===== src/rtl/bf_bus_pkg.sv =====
// Shared encodings for the brainfuck bus controller: FSM states, RAM owner
// identity and the sizing helper for the RAM wait counter.
package bf_bus_pkg;

  typedef enum logic [1:0] {
    R_IDLE,
    R_CMD,
    R_WAIT,
    R_RESP
  } ram_state_e;

  typedef enum logic [1:0] {
    IO_IDLE,
    IO_TX,
    IO_RX,
    IO_RESP
  } io_state_e;

  typedef enum logic {
    OWN_CPU  = 1'b0,
    OWN_HOST = 1'b1
  } owner_e;

  function automatic int unsigned lat_cnt_width(input int unsigned lat);
    return $clog2(lat + 1);
  endfunction

endpackage


===== src/rtl/bf_rr_arbiter2.sv =====
// Two-requester round-robin grant. last_grant advances only when the served
// transaction completes, so an abandoned grant does not move the priority.
module bf_rr_arbiter2
  import bf_bus_pkg::*;
(
  input  logic   clk,
  input  logic   rst,
  input  logic   req_cpu_i,
  input  logic   req_host_i,
  input  logic   upd_i,
  input  owner_e upd_owner_i,
  output logic   gnt_valid_o,
  output owner_e gnt_owner_o
);

  owner_e last_q;

  always_ff @(posedge clk or posedge rst) begin
    if (rst) begin
      last_q <= OWN_HOST;
    end else if (upd_i) begin
      last_q <= upd_owner_i;
    end
  end

  always_comb begin
    gnt_valid_o = req_cpu_i | req_host_i;
    gnt_owner_o = OWN_CPU;
    if (req_cpu_i && req_host_i) begin
      gnt_owner_o = (last_q == OWN_CPU) ? OWN_HOST : OWN_CPU;
    end else if (req_host_i) begin
      gnt_owner_o = OWN_HOST;
    end
  end

endmodule


===== src/rtl/bf_bus_ctrl.sv =====
// Bus controller: CPU strobe decode, round-robin shared data RAM (CPU/host)
// and console TX/RX streams, each transaction closed by a one-cycle pulse.
module bf_bus_ctrl
  import bf_bus_pkg::*;
#(
  parameter int unsigned DATA_ADDR_WIDTH = 8,
  parameter int unsigned RAM_LATENCY     = 1
) (
  input  logic                       clk,
  input  logic                       rst,
  input  logic [DATA_ADDR_WIDTH-1:0] cpu_addr_i,
  input  logic [7:0]                 cpu_wdata_i,
  output logic [7:0]                 cpu_rdata_o,
  input  logic                       cpu_rd_i,
  input  logic                       cpu_wr_i,
  input  logic                       cpu_mreq_i,
  input  logic                       cpu_ioreq_i,
  output logic                       cpu_ready_o,
  input  logic                       host_req_i,
  input  logic                       host_we_i,
  input  logic [DATA_ADDR_WIDTH-1:0] host_addr_i,
  input  logic [7:0]                 host_wdata_i,
  output logic [7:0]                 host_rdata_o,
  output logic                       host_ack_o,
  output logic                       ram_en_o,
  output logic                       ram_we_o,
  output logic [DATA_ADDR_WIDTH-1:0] ram_addr_o,
  output logic [7:0]                 ram_wdata_o,
  input  logic [7:0]                 ram_rdata_i,
  output logic [7:0]                 tx_data_o,
  output logic                       tx_valid_o,
  input  logic                       tx_ready_i,
  input  logic [7:0]                 rx_data_i,
  input  logic                       rx_valid_i,
  output logic                       rx_ready_o
);

  localparam int unsigned   CW        = lat_cnt_width(RAM_LATENCY);
  localparam logic [CW-1:0] LAST_WAIT = CW'(RAM_LATENCY - 1);

  logic cpu_any, cpu_io_req, cpu_mem_req;

  // ioreq takes precedence over mreq; wr over rd is applied where latched
  assign cpu_any     = cpu_rd_i | cpu_wr_i;
  assign cpu_io_req  = cpu_ioreq_i & cpu_any;
  assign cpu_mem_req = cpu_mreq_i & ~cpu_ioreq_i & cpu_any;

  ram_state_e                 r_state_q, r_state_d;
  logic [CW-1:0]              cnt_q, cnt_d;
  owner_e                     own_q, gnt_owner;
  logic                       gnt_valid, we_q, rd_cap;
  logic                       arb_req_cpu, arb_req_host, arb_upd;
  logic [DATA_ADDR_WIDTH-1:0] addr_q;
  logic [7:0]                 wdata_q, cpu_rdata_q, host_rdata_q, tx_data_q;
  logic                       ram_cpu_pulse, io_pulse;
  io_state_e                  io_state_q, io_state_d;

  assign arb_req_cpu  = cpu_mem_req & (r_state_q == R_IDLE);
  assign arb_req_host = host_req_i & (r_state_q == R_IDLE);
  assign arb_upd      = (r_state_q == R_RESP);

  bf_rr_arbiter2 u_arb (
    .clk        (clk),
    .rst        (rst),
    .req_cpu_i  (arb_req_cpu),
    .req_host_i (arb_req_host),
    .upd_i      (arb_upd),
    .upd_owner_i(own_q),
    .gnt_valid_o(gnt_valid),
    .gnt_owner_o(gnt_owner)
  );

  always_ff @(posedge clk or posedge rst) begin
    if (rst) begin
      r_state_q <= R_IDLE;
      cnt_q     <= '0;
    end else begin
      r_state_q <= r_state_d;
      cnt_q     <= cnt_d;
    end
  end

  always_comb begin
    r_state_d = r_state_q;
    cnt_d     = cnt_q;
    case (r_state_q)
      R_IDLE: if (gnt_valid) r_state_d = R_CMD;
      R_CMD: begin
        r_state_d = R_WAIT;
        cnt_d     = '0;
      end
      R_WAIT: begin
        if (cnt_q == LAST_WAIT) r_state_d = R_RESP;
        else                    cnt_d     = cnt_q + 1'b1;
      end
      R_RESP:  r_state_d = R_IDLE;
      default: r_state_d = R_IDLE;
    endcase
  end

  always_comb begin
    ram_en_o      = 1'b0;
    ram_we_o      = 1'b0;
    ram_cpu_pulse = 1'b0;
    host_ack_o    = 1'b0;
    case (r_state_q)
      R_CMD: begin
        ram_en_o = 1'b1;
        ram_we_o = we_q;
      end
      R_RESP: begin
        ram_cpu_pulse = (own_q == OWN_CPU);
        host_ack_o    = (own_q == OWN_HOST);
      end
      default: ;
    endcase
  end

  assign ram_addr_o  = addr_q;
  assign ram_wdata_o = wdata_q;
  assign rd_cap      = (r_state_q == R_WAIT) && (cnt_q == LAST_WAIT) && !we_q;

  always_ff @(posedge clk or posedge rst) begin
    if (rst) begin
      own_q   <= OWN_HOST;
      we_q    <= 1'b0;
      addr_q  <= '0;
      wdata_q <= '0;
    end else if (r_state_q == R_IDLE && gnt_valid) begin
      own_q <= gnt_owner;
      if (gnt_owner == OWN_CPU) begin
        we_q    <= cpu_wr_i;
        addr_q  <= cpu_addr_i;
        wdata_q <= cpu_wdata_i;
      end else begin
        we_q    <= host_we_i;
        addr_q  <= host_addr_i;
        wdata_q <= host_wdata_i;
      end
    end
  end

  always_ff @(posedge clk or posedge rst) begin
    if (rst) begin
      host_rdata_q <= '0;
    end else if (rd_cap && own_q == OWN_HOST) begin
      host_rdata_q <= ram_rdata_i;
    end
  end

  // RAM read and console RX share the CPU data register; they never overlap
  always_ff @(posedge clk or posedge rst) begin
    if (rst) begin
      cpu_rdata_q <= '0;
    end else if (rd_cap && own_q == OWN_CPU) begin
      cpu_rdata_q <= ram_rdata_i;
    end else if (io_state_q == IO_RX && rx_valid_i) begin
      cpu_rdata_q <= rx_data_i;
    end
  end

  always_ff @(posedge clk or posedge rst) begin
    if (rst) begin
      io_state_q <= IO_IDLE;
    end else begin
      io_state_q <= io_state_d;
    end
  end

  always_comb begin
    io_state_d = io_state_q;
    case (io_state_q)
      IO_IDLE: if (cpu_io_req) io_state_d = cpu_wr_i ? IO_TX : IO_RX;
      IO_TX:   if (tx_ready_i) io_state_d = IO_RESP;
      IO_RX:   if (rx_valid_i) io_state_d = IO_RESP;
      IO_RESP: io_state_d = IO_IDLE;
      default: io_state_d = IO_IDLE;
    endcase
  end

  always_comb begin
    tx_valid_o = 1'b0;
    rx_ready_o = 1'b0;
    io_pulse   = 1'b0;
    case (io_state_q)
      IO_TX:   tx_valid_o = 1'b1;
      IO_RX:   rx_ready_o = 1'b1;
      IO_RESP: io_pulse   = 1'b1;
      default: ;
    endcase
  end

  always_ff @(posedge clk or posedge rst) begin
    if (rst) begin
      tx_data_q <= '0;
    end else if (io_state_q == IO_IDLE && cpu_io_req && cpu_wr_i) begin
      tx_data_q <= cpu_wdata_i;
    end
  end

  assign tx_data_o    = tx_data_q;
  assign cpu_rdata_o  = cpu_rdata_q;
  assign host_rdata_o = host_rdata_q;
  assign cpu_ready_o  = ram_cpu_pulse | io_pulse;

endmodule


===== config.mk =====
export PLATFORM = sky130hd
export DESIGN_NAME = bf_bus_ctrl
export DESIGN_NICKNAME = d
export VERILOG_FILES = /design/src/rtl/bf_bus_pkg.sv /design/src/rtl/bf_rr_arbiter2.sv /design/src/rtl/bf_bus_ctrl.sv
export SDC_FILE = /design/constraint.sdc
export NUM_CORES = 1
export LEC_CHECK = 0
export BUFFER_PORTS_ARGS = -buffer_cell sky130_fd_sc_hd__buf_2
export CAP_MARGIN = 20
export CORE_MARGIN = 2
export CORE_UTILIZATION = 41
export DETAILED_ROUTE_END_ITERATION = 10
export PLACE_DENSITY = 0.86
export SYNTH_ARGS = -nofsm -noshare
export SYNTH_HDL_FRONTEND = slang
export SYNTH_SLANG_ARGS = --single-unit

===== constraint.sdc =====
create_clock -name clk -period 1.5 [get_ports clk]
set_input_delay 0.225 -clock clk [delete_from_list [all_inputs] [get_ports clk]]
set_output_delay 0.225 -clock clk [all_outputs]
set_load 0.02 [all_outputs]

Word-level counts from Yosys, hierarchy flattened:

Index checks and enable logic that the tools add are counted.

* mux-type cells: 25
* bitwise operators: 11
* equal/unequal tests: 11
* reduce and logical (&&, ||, !) cells: 16
* $add $sub $neg: 1

Operators by type and width (count)
* two-way mux 8 bit: 4
* one-hot mux 2 bit (4 select lines): 2
* two-way mux 1 bit: 12
* two-way mux 2 bit: 6
* != test 2 bit, second input constant: 5
* logical AND 1 bit: 9
* == test 2 bit, second input constant: 4
* AND 1 bit: 5
* == test 2 x 1 -> 1 bit, second input constant: 2
* zero test 2 bit: 2
* nonzero test 2 bit: 2
* NOT 1 bit: 3
* bitwise OR 1 bit: 3
* AND reduction 3 bit: 1
* one-hot mux 1 bit (2 select lines): 1
* AND reduction 2 bit: 1
* adder 1 bit, second input constant: 1
* zero test 1 bit: 1

* output and inout bits: 46
* logic and storage cells: 75
* register bits after elaboration: 48

Depth between registers and ports, before layout:

Gate-level depths: netlist (run 1).

* word-level depth: 7
* depth in mapped cells: 8
* depth with buffers taken out: 6

Modules after synthesis:

From an unflattened synthesis (run 1), not the netlist that was laid out.

* cell total of the unflattened synthesis: 192
* area, all modules: 2219.6 sq um

By module, submodules not included
* bf_bus_ctrl: cells each 187, times used 1, area each 2160.8 sq um, seq. area each 1152.4 sq um
* bf_rr_arbiter2: cells each 5, times used 1, area each 58.8 sq um, seq. area each 26.3 sq um

Least setup slack after synthesis (run 1):

No wires, ideal clock.

* path type: reg-to-reg
* from: reg r_state_q[0]
* to: reg cpu_rdata_q[0], in the netlist cpu_rdata_o[0]
* slack: -0.088 ns
* arrival time: 1.452 ns
* stages on the path, launching flop included: 6
* cell sequence: dfrtp_1 -> inv_1 -> ha_1 -> nor3b_1 -> clkbuf_1 -> o21ai_0

* cells in the longest elaborated chain, start to end: 5

RTL lines
* start, declared: line bf_bus_ctrl.sv:48 `ram_state_e r_state_q, r_state_d;`
* start signal, assigned: line bf_bus_ctrl.sv:78 `r_state_q <= r_state_d;`
* == test 2 bit (*): line bf_bus_ctrl.sv:121 `assign rd_cap = (r_state_q == R_WAIT) && (cnt_q == LAST_WAIT) && !we_q;`
* logical AND 1 bit (*) (2 in a row): line bf_bus_ctrl.sv:121
* logical AND 1 bit (*): line bf_bus_ctrl.sv:155 `end else if (rd_cap && own_q == OWN_CPU) begin`
* two-way mux 8 bit or nonzero test 2 bit (tied branches)
* end signal, assigned: line bf_bus_ctrl.sv:156 `cpu_rdata_q <= ram_rdata_i;`
* end signal, assigned: line bf_bus_ctrl.sv:158 `cpu_rdata_q <= rx_data_i;`
* end, declared: line bf_bus_ctrl.sv:54 `logic [7:0] wdata_q, cpu_rdata_q, host_rdata_q, tx_data_q;`

Every way passes the cells marked *; elsewhere a longest branch is shown, timed or not.
A chain may end at the register's enable or synchronous reset.

Worst setup path in the final report (run 1):

* from: reg r_state_q[0]
* to: reg wdata_q[4], in the netlist ram_wdata_o[4]

* cells in the longest elaborated chain, start to end: 5

RTL lines
* zero test 2 bit (*): line bf_bus_ctrl.sv:58, bf_bus_ctrl.sv:59, bf_bus_ctrl.sv:129
* AND 1 bit, on equally long branches: line bf_bus_ctrl.sv:59, bf_bus_ctrl.sv:58
* two-way mux 1 bit or logical AND 1 bit (tied branches): line bf_rr_arbiter2.sv:31, bf_rr_arbiter2.sv:29
* two-way mux 1 bit: line bf_rr_arbiter2.sv:29 `if (req_cpu_i && req_host_i) begin`
* two-way mux 8 bit: line bf_bus_ctrl.sv:131 `if (gnt_owner == OWN_CPU) begin`
* end signal, assigned: line bf_bus_ctrl.sv:134 `wdata_q <= cpu_wdata_i;`
* end signal, assigned: line bf_bus_ctrl.sv:138 `wdata_q <= host_wdata_i;`
* end, declared: line bf_bus_ctrl.sv:54

Marks and branches as above.

==> impl_metrics.py, run 1 <==
metrics = {
    "placed_design": {
        "dp_hpwl_um": 3788,
        "portBuffers": 103,
        "place.gp.congestion": 0.6918,
        "placed_area_sq_um": 2907,
        "place_inst": 351,
        "place_ws_ps": -162.3,
    },
    "outcome": {
        "outcome": "complete, but fails checks",
        "violations": "setup timing",
    },
    "floorplan": {
        "die_area_sq_um": 5883,
        "die_y_um": 76.70,
        "start_util_pct": 42.43,
        "core_sq_um": 5107,
        "die_x_um": 76.70,
        "top_level_ports": 104,
        "placementRows": 26,
    },
    "synth": {
        "yosysUniqueCellTypes": 30,
        "synthFlopType": "dfrtp_1",
        "synth-seq-cells": 47,
        "netlist_area_sq_um": 2167,
        "async_flop_share_pct": 100.0,
        "synth_area_per_cell_sq_um": 12.53,
        "yosys_warnings": 0,
        "yosysSeqAreaShare_pct": 54.39,
        "syn_inst": 173,
        "synth_edf_count": 0,
        "synth_nets": 240,
    },
    "sta": {
        "finalMaxSlewViolations": 0,
        "fin_ws_ps": -33.01,
        "worst_pin_slew_ps": 552.5,
        "rsz0062_at_grt": "true",
        "hold_viol": 0,
        "slew_headroom_pct": 63.11,
        "fmax_ghz": 0.6523,
        "min_period_over_period_pct": 102.2,
        "finalSetupTns_ps": -440.9,
        "setup_viol": 18,
        "min_period_ps": 1533,
        "holdWs_ps": 147.1,
        "skew_ps": 6.070,
    },
    "global_routing": {
        "grt_overflow": 0,
        "antenna_found_initial": 0,
        "grt_pass1_vias": 1956,
        "globalRouteTotalUtil_pct": 18.76,
        "grt_pass1_wl_um": 8859,
        "grt_max_degree": 26,
    },
    "critical_path": {
        "path_buf_inv": 4,
        "cp_slowest_cell": "dfrtp_1",
        "cp-end-kind": "flop",
        "start_kind": "flop",
        "required_ps": 1690,
        "crit_path_frequent_cell": "buf_4",
        "critical_path_arrival_ps": 1730,
        "crit_family": "buffers and inverters",
        "r2r_slack_ps": -30,
        "crit_fanout": 18,
        "crit_chain": "buf_4, inv_4, ha_4, buf_4, o2111ai_4, buf_12, o22a_1, o21a_1",
        "crit_type": "flop to flop",
        "slowest_delay_ps": 380,
    },
    "drt": {
        "drt-total-wl_um": 5220,
        "dr.pass1.iters": 4,
        "ant_nets": 0,
        "drt-vias-per-instance": 4.948,
        "drc": 0,
        "routed-via-count": 1816,
        "wl_per_cell_um": 14.22,
        "drt-initial-drc-count": 29,
    },
    "pwr": {
        "p_total_mw": 6.680,
        "ir_drop_v": 0.0009224,
        "p_per_area_nw_per_um2": 2105,
        "p_leak_nw": 1.541,
    },
    "clocking": {
        "cts_tree": "done",
        "clk_latency_ps": 300,
        "cts.path.max_buffers": 2,
        "clk_pin_slew_ps": 80,
        "tritoncts.num_buffers": 5,
        "cts-htree-levels": 2,
        "cts-root-buf": "clkbuf_8",
        "cts_num_sinks": 47,
    },
    "cells_and_area": {
        "antenna_cells": 0,
        "area.growth.synth_to_final_pct": 46.42,
        "multi_input_comb_area_sq_um": 994.7,
        "drive_gt1_share_pct": 56.23,
        "fillers": 429,
        "finalInstanceArea_sq_um": 3173,
        "stdcell_count": 367,
        "regArea_sq_um": 1180,
        "post-route-util_pct": 62.13,
        "fin_nets": 363,
    },
    "hold_path": {
        "hp-class": "input pin to flop",
    },
    "run": {
        "drv_cap": 0,
    },
}
==> cell type report <==
class	instances	share of cell area (%)
Inverter	9	1.144
Multi-Input combinational cell	111	31.35
Sequential cell	47	37.18
Timing Repair Buffer	122	24.41
Tap cell	70	2.760
Clock buffer	8	3.155
==> where the power goes <==
group	internal [mW]	leakage [nW]	switching (mW)
sequential	1.93	0.539	0.388
clock	0.421	0.0515	0.397
combinational	1.66	0.950	1.88
total	4.01	1.54	2.67
==> worst paths after layout <==
path / startpoint / end / depth (start not counted)
min reg2reg: ram_addr_o[0] / ram_addr_o[0] / 1
max reg2reg: r_state_q[0] / ram_wdata_o[4] / 8
min: ram_rdata_i[5] / cpu_rdata_o[5] / 3
max in group asynchronous: rst / ram_wdata_o[1] / 4
max: r_state_q[0] / ram_wdata_o[4] / 8
min in group asynchronous: rst / we_q / 3
==> synth_stat cells (2+ instances only) <==
cell     instances  share of area (%)
a31oi_1          2               0.58
o22a_1          17                6.9
dfstp_2          2                2.4
mux2i_1          8                3.7
ha_1             9                5.2
o21a_1          17                5.9
o21ai_0         10                2.3
mux2_2          18                9.4
nor2_1           2               0.35
inv_1            9                1.6
and2_1           2               0.58
nand2_1         12                2.1
dfrtp_1         45                 52
buf_2            3               0.69
buf_6            2                1.0
==> registers in the layout (all words and copies together), names as in the netlist <==
name,flops
u_arb.last_q,1
io_state_q,2
cpu_rdata_o,8
we_q,1
tx_data_o,8
ram_wdata_o,8
own_q,1
r_state_q,2
ram_addr_o,8
host_rdata_o,8
==> what timing repair did <==
| action | CTS | global route |
|---|---|---|
| buffers inserted | 5 | 1 |
| gates resized for setup | 18 | 6 |
| hold endpoints to repair | 20 | 0 |
| hold buffers | 1 | 0 |
| pin swaps | 3 | 3 |
| endpoints found under the setup margin | 29 | 32 |
| cloned | 1 | 0 |
==> per-layer routing <==
layer  wire length [um]  up-vias  track usage, %  share of wire, %
li1                   -      867               -                 -
met1               2055      873           20.54                39
met2               2728       70           34.82                52
met3                384        6           6.000               7.4
met4                 51        0           4.727              0.98
met5                  0        -               0                 0
==> tightest hold or removal path: cells and delay by family <==
kind	cells	cell delay, ps
compound gates	1	60
simple gates	1	40
buf+inv	1	90
==> cell families (layout without fill, tap and decap cells) <==
group	after synthesis	count (layout)	share of synthesized area, %
AO/OA/AOI/OAI	53	53	18.65
flip-flops	47	47	54.39
multiplexers	26	26	13.05
AND/OR/NAND/NOR	23	23	5.255
buffers and inverters	15	139	3.464
adder cells (fa/ha/maj)	9	9	5.196
==> placed cells by master (no fill, tap or decap), types with 3 or more instances in the layout <==
cell type,instances
nand2_1,10
inv_1,4
o21ai_0,9
buf_4,11
o22a_1,17
mux2_2,18
buf_2,100
buf_6,3
dfrtp_1,44
ha_4,3
buf_12,6
o21a_1,17
mux2i_1,8
inv_2,4
clkbuf_8,7
ha_1,4
Power figures use the tool's default switching activity.
==> run 2: changes to the inputs <==
ABC_AREA = 1   (was unset)
CORE_UTILIZATION = 44   (was 41)
PLACE_DENSITY = 0.88   (was 0.86)
==> impl_metrics.py, run 2 <==
metrics = {
    "clocking": {
        "cts_num_sinks": 47,
        "clk_pin_slew_ps": 90,
        "cts-htree-levels": 2,
        "clk_latency_ps": 300,
        "cts-root-buf": "clkbuf_8",
        "tritoncts.num_buffers": 5,
        "cts.path.max_buffers": 2,
        "cts_tree": "done",
    },
    "outcome": {
        "outcome": "finished clean",
    },
    "synth": {
        "yosysMostFrequentCell": "nand2_1",
        "synth_edf_count": 0,
        "yosysUniqueCellTypes": 27,
        "syn_inst": 303,
        "netlist_area_sq_um": 2580,
        "async_flop_share_pct": 100.0,
        "yosysSeqAreaShare_pct": 45.68,
        "synth-seq-cells": 47,
        "synth_top_cell_area_share_pct": 43.65,
        "synth_commonest_cells": "63 x nand2_1, 58 x inv_1, 46 x nand3_1",
        "yosys.area.top_type": "dfrtp_1",
        "synthFlopType": "dfrtp_1",
        "yosys_warnings": 0,
        "synth.area.top_cells": "dfrtp_1 44%, nand2_1 9.2%, nand3_1 8.9%, inv_1 8.4%, nand2_2 4.6%",
        "synth_nets": 370,
        "synth_area_per_cell_sq_um": 8.515,
    },
    "global_routing": {
        "grt_overflow": 0,
        "antenna_found_initial": 0,
        "grt_max_degree": 25,
        "grt_pass1_vias": 2429,
        "grt_pass1_wl_um": 10690,
        "globalRouteTotalUtil_pct": 21.17,
    },
    "drt": {
        "drt-initial-drc-count": 91,
        "routed-via-count": 2367,
        "dr.pass1.iters": 4,
        "drt-vias-per-instance": 4.821,
        "wl_per_cell_um": 13.40,
        "ant_nets": 0,
        "drt-total-wl_um": 6577,
        "drc": 0,
    },
    "cells_and_area": {
        "regArea_sq_um": 1179,
        "multi_input_comb_area_sq_um": 1092,
        "layout_common_cells": "101 x buf_2, 63 x nand2_1, 55 x inv_1",
        "fillers": 496,
        "area.growth.synth_to_final_pct": 29.97,
        "finalInstanceArea_sq_um": 3353,
        "fin_nets": 485,
        "layout_commonest_cell": "buf_2",
        "antenna_cells": 0,
        "drive_gt1_share_pct": 40.81,
    },
    "critical_path": {
        "cp-end-kind": "output port",
        "critical_path_arrival_ps": 1260,
        "crit_fanout": 4,
        "start_kind": "flop",
        "crit_type": "flop to output port",
        "required_ps": 1270,
    },
    "sta": {
        "min_period_ps": 1484,
        "fin_ws_ps": 16.42,
        "fmax_ghz": 0.6740,
        "finalMaxSlewViolations": 0,
        "worst_pin_slew_ps": 400.6,
        "slew_headroom_pct": 73.25,
        "setup_viol": 0,
        "hold_viol": 0,
        "finalSetupTns_ps": 0,
        "min_period_over_period_pct": 98.91,
        "skew_ps": 8.839,
        "rsz0062_at_grt": "true",
    },
    "placed_design": {
        "dp_hpwl_um": 5066,
        "place_ws_ps": 50.80,
        "placed_area_sq_um": 3177,
        "portBuffers": 103,
        "place.gp.congestion": 0.8295,
    },
    "floorplan": {
        "core_sq_um": 5574,
        "die_y_um": 80.58,
        "die_x_um": 80.58,
        "start_util_pct": 46.29,
        "die_area_sq_um": 6492,
        "placementRows": 27,
        "top_level_ports": 104,
    },
    "run": {
        "drv_cap": 0,
    },
    "pwr": {
        "ir_drop_v": 0.001251,
        "p_per_area_nw_per_um2": 2052,
        "p_leak_nw": 1.937,
        "p_total_mw": 6.881,
    },
    "hold_path": {
        "hp-class": "input pin to flop",
    },
}
[run 2: cell count changes in the layout (fill, tap and decap cells not counted), sizes merged, moves of 8 or more]
cell / before / now
o21ai: 10 / 20
nand2: 12 / 87
nand3: 1 / 57
inv: 9 / 61
mux2i: 8 / 0
o21a: 17 / 1
o22a: 17 / 0
mux2: 18 / 0
[run 2: final timing paths]
path | to | slack [ps] | from | depth (start not counted)
min in group asynchronous | ram_wdata_o[0] | 450 | rst | 3
setup / recovery | cpu_ready_o | 20 | io_state_q[0] | 3
max in group asynchronous | host_rdata_o[1] | 490 | rst | 4
hold / removal | cpu_rdata_o[7] | 180 | rx_data_i[7] | 3
hold reg to reg | host_rdata_o[2] | 490 | host_rdata_o[2] | 2
setup reg to reg | cpu_rdata_o[4] | 80 | r_state_q[1] | 6
[run 2: logic make-up after synthesis]
| family | synth area share [%] |
|---|---|
| AOI/OAI and AO/OA | 7.226 |
| adders and majority gates | 4.365 |
| buffers and inverters | 12.80 |
| DFF | 45.68 |
| and+or+nand+nor | 29.92 |
[run 2: routing by layer]
metal	GRT usage [%]	share of wire (%)
met2	37.00	50
met1	25.64	41
met3	5.169	7.5
met5	0	0
met4	6.441	1.3
[run 2: critical path: stages (launching register included)]
cell and delay [ps]:
dfrtp_1 440, ha_2 210, o21bai_1 150, buf_4 160
[run 2: what timing repair did]
action / in CTS / in global routing
resized for setup: 0 / 9
setup buffers: 0 / 2
hold buffers: 1 / 0
endpoints found under the hold margin: 15 / 0
endpoints found under the setup margin: 0 / 22
[run 2: area by class of cell]
class	count	area share [%]
Clock inverter	2	1.157
Clock buffer	6	2.463
Inverter	61	7.351
Timing Repair Buffer	116	18.62
Tap cell	72	2.687
Multi-Input combinational cell	187	32.57
Sequential cell	47	35.15
[run 2: through the flow]
step	utilization (%)	hold WS (ps)	instances
after global placement	56.99	239.3	479
after global routing	60.16	181.2	491
after CTS	59.35	176.7	488
after detailed placement	56.99	240.4	479
after floorplan	-	391.0	303
final	60.16	178.5	491
[run 2: where the power goes]
part / internal [mW] / leakage [nW] / total [mW] / switching (mW)
combinational: 1.29 / 1.30 / 3.55 / 2.26
sequential: 1.92 / 0.574 / 2.34 / 0.417
clock: 0.549 / 0.0618 / 0.998 / 0.449
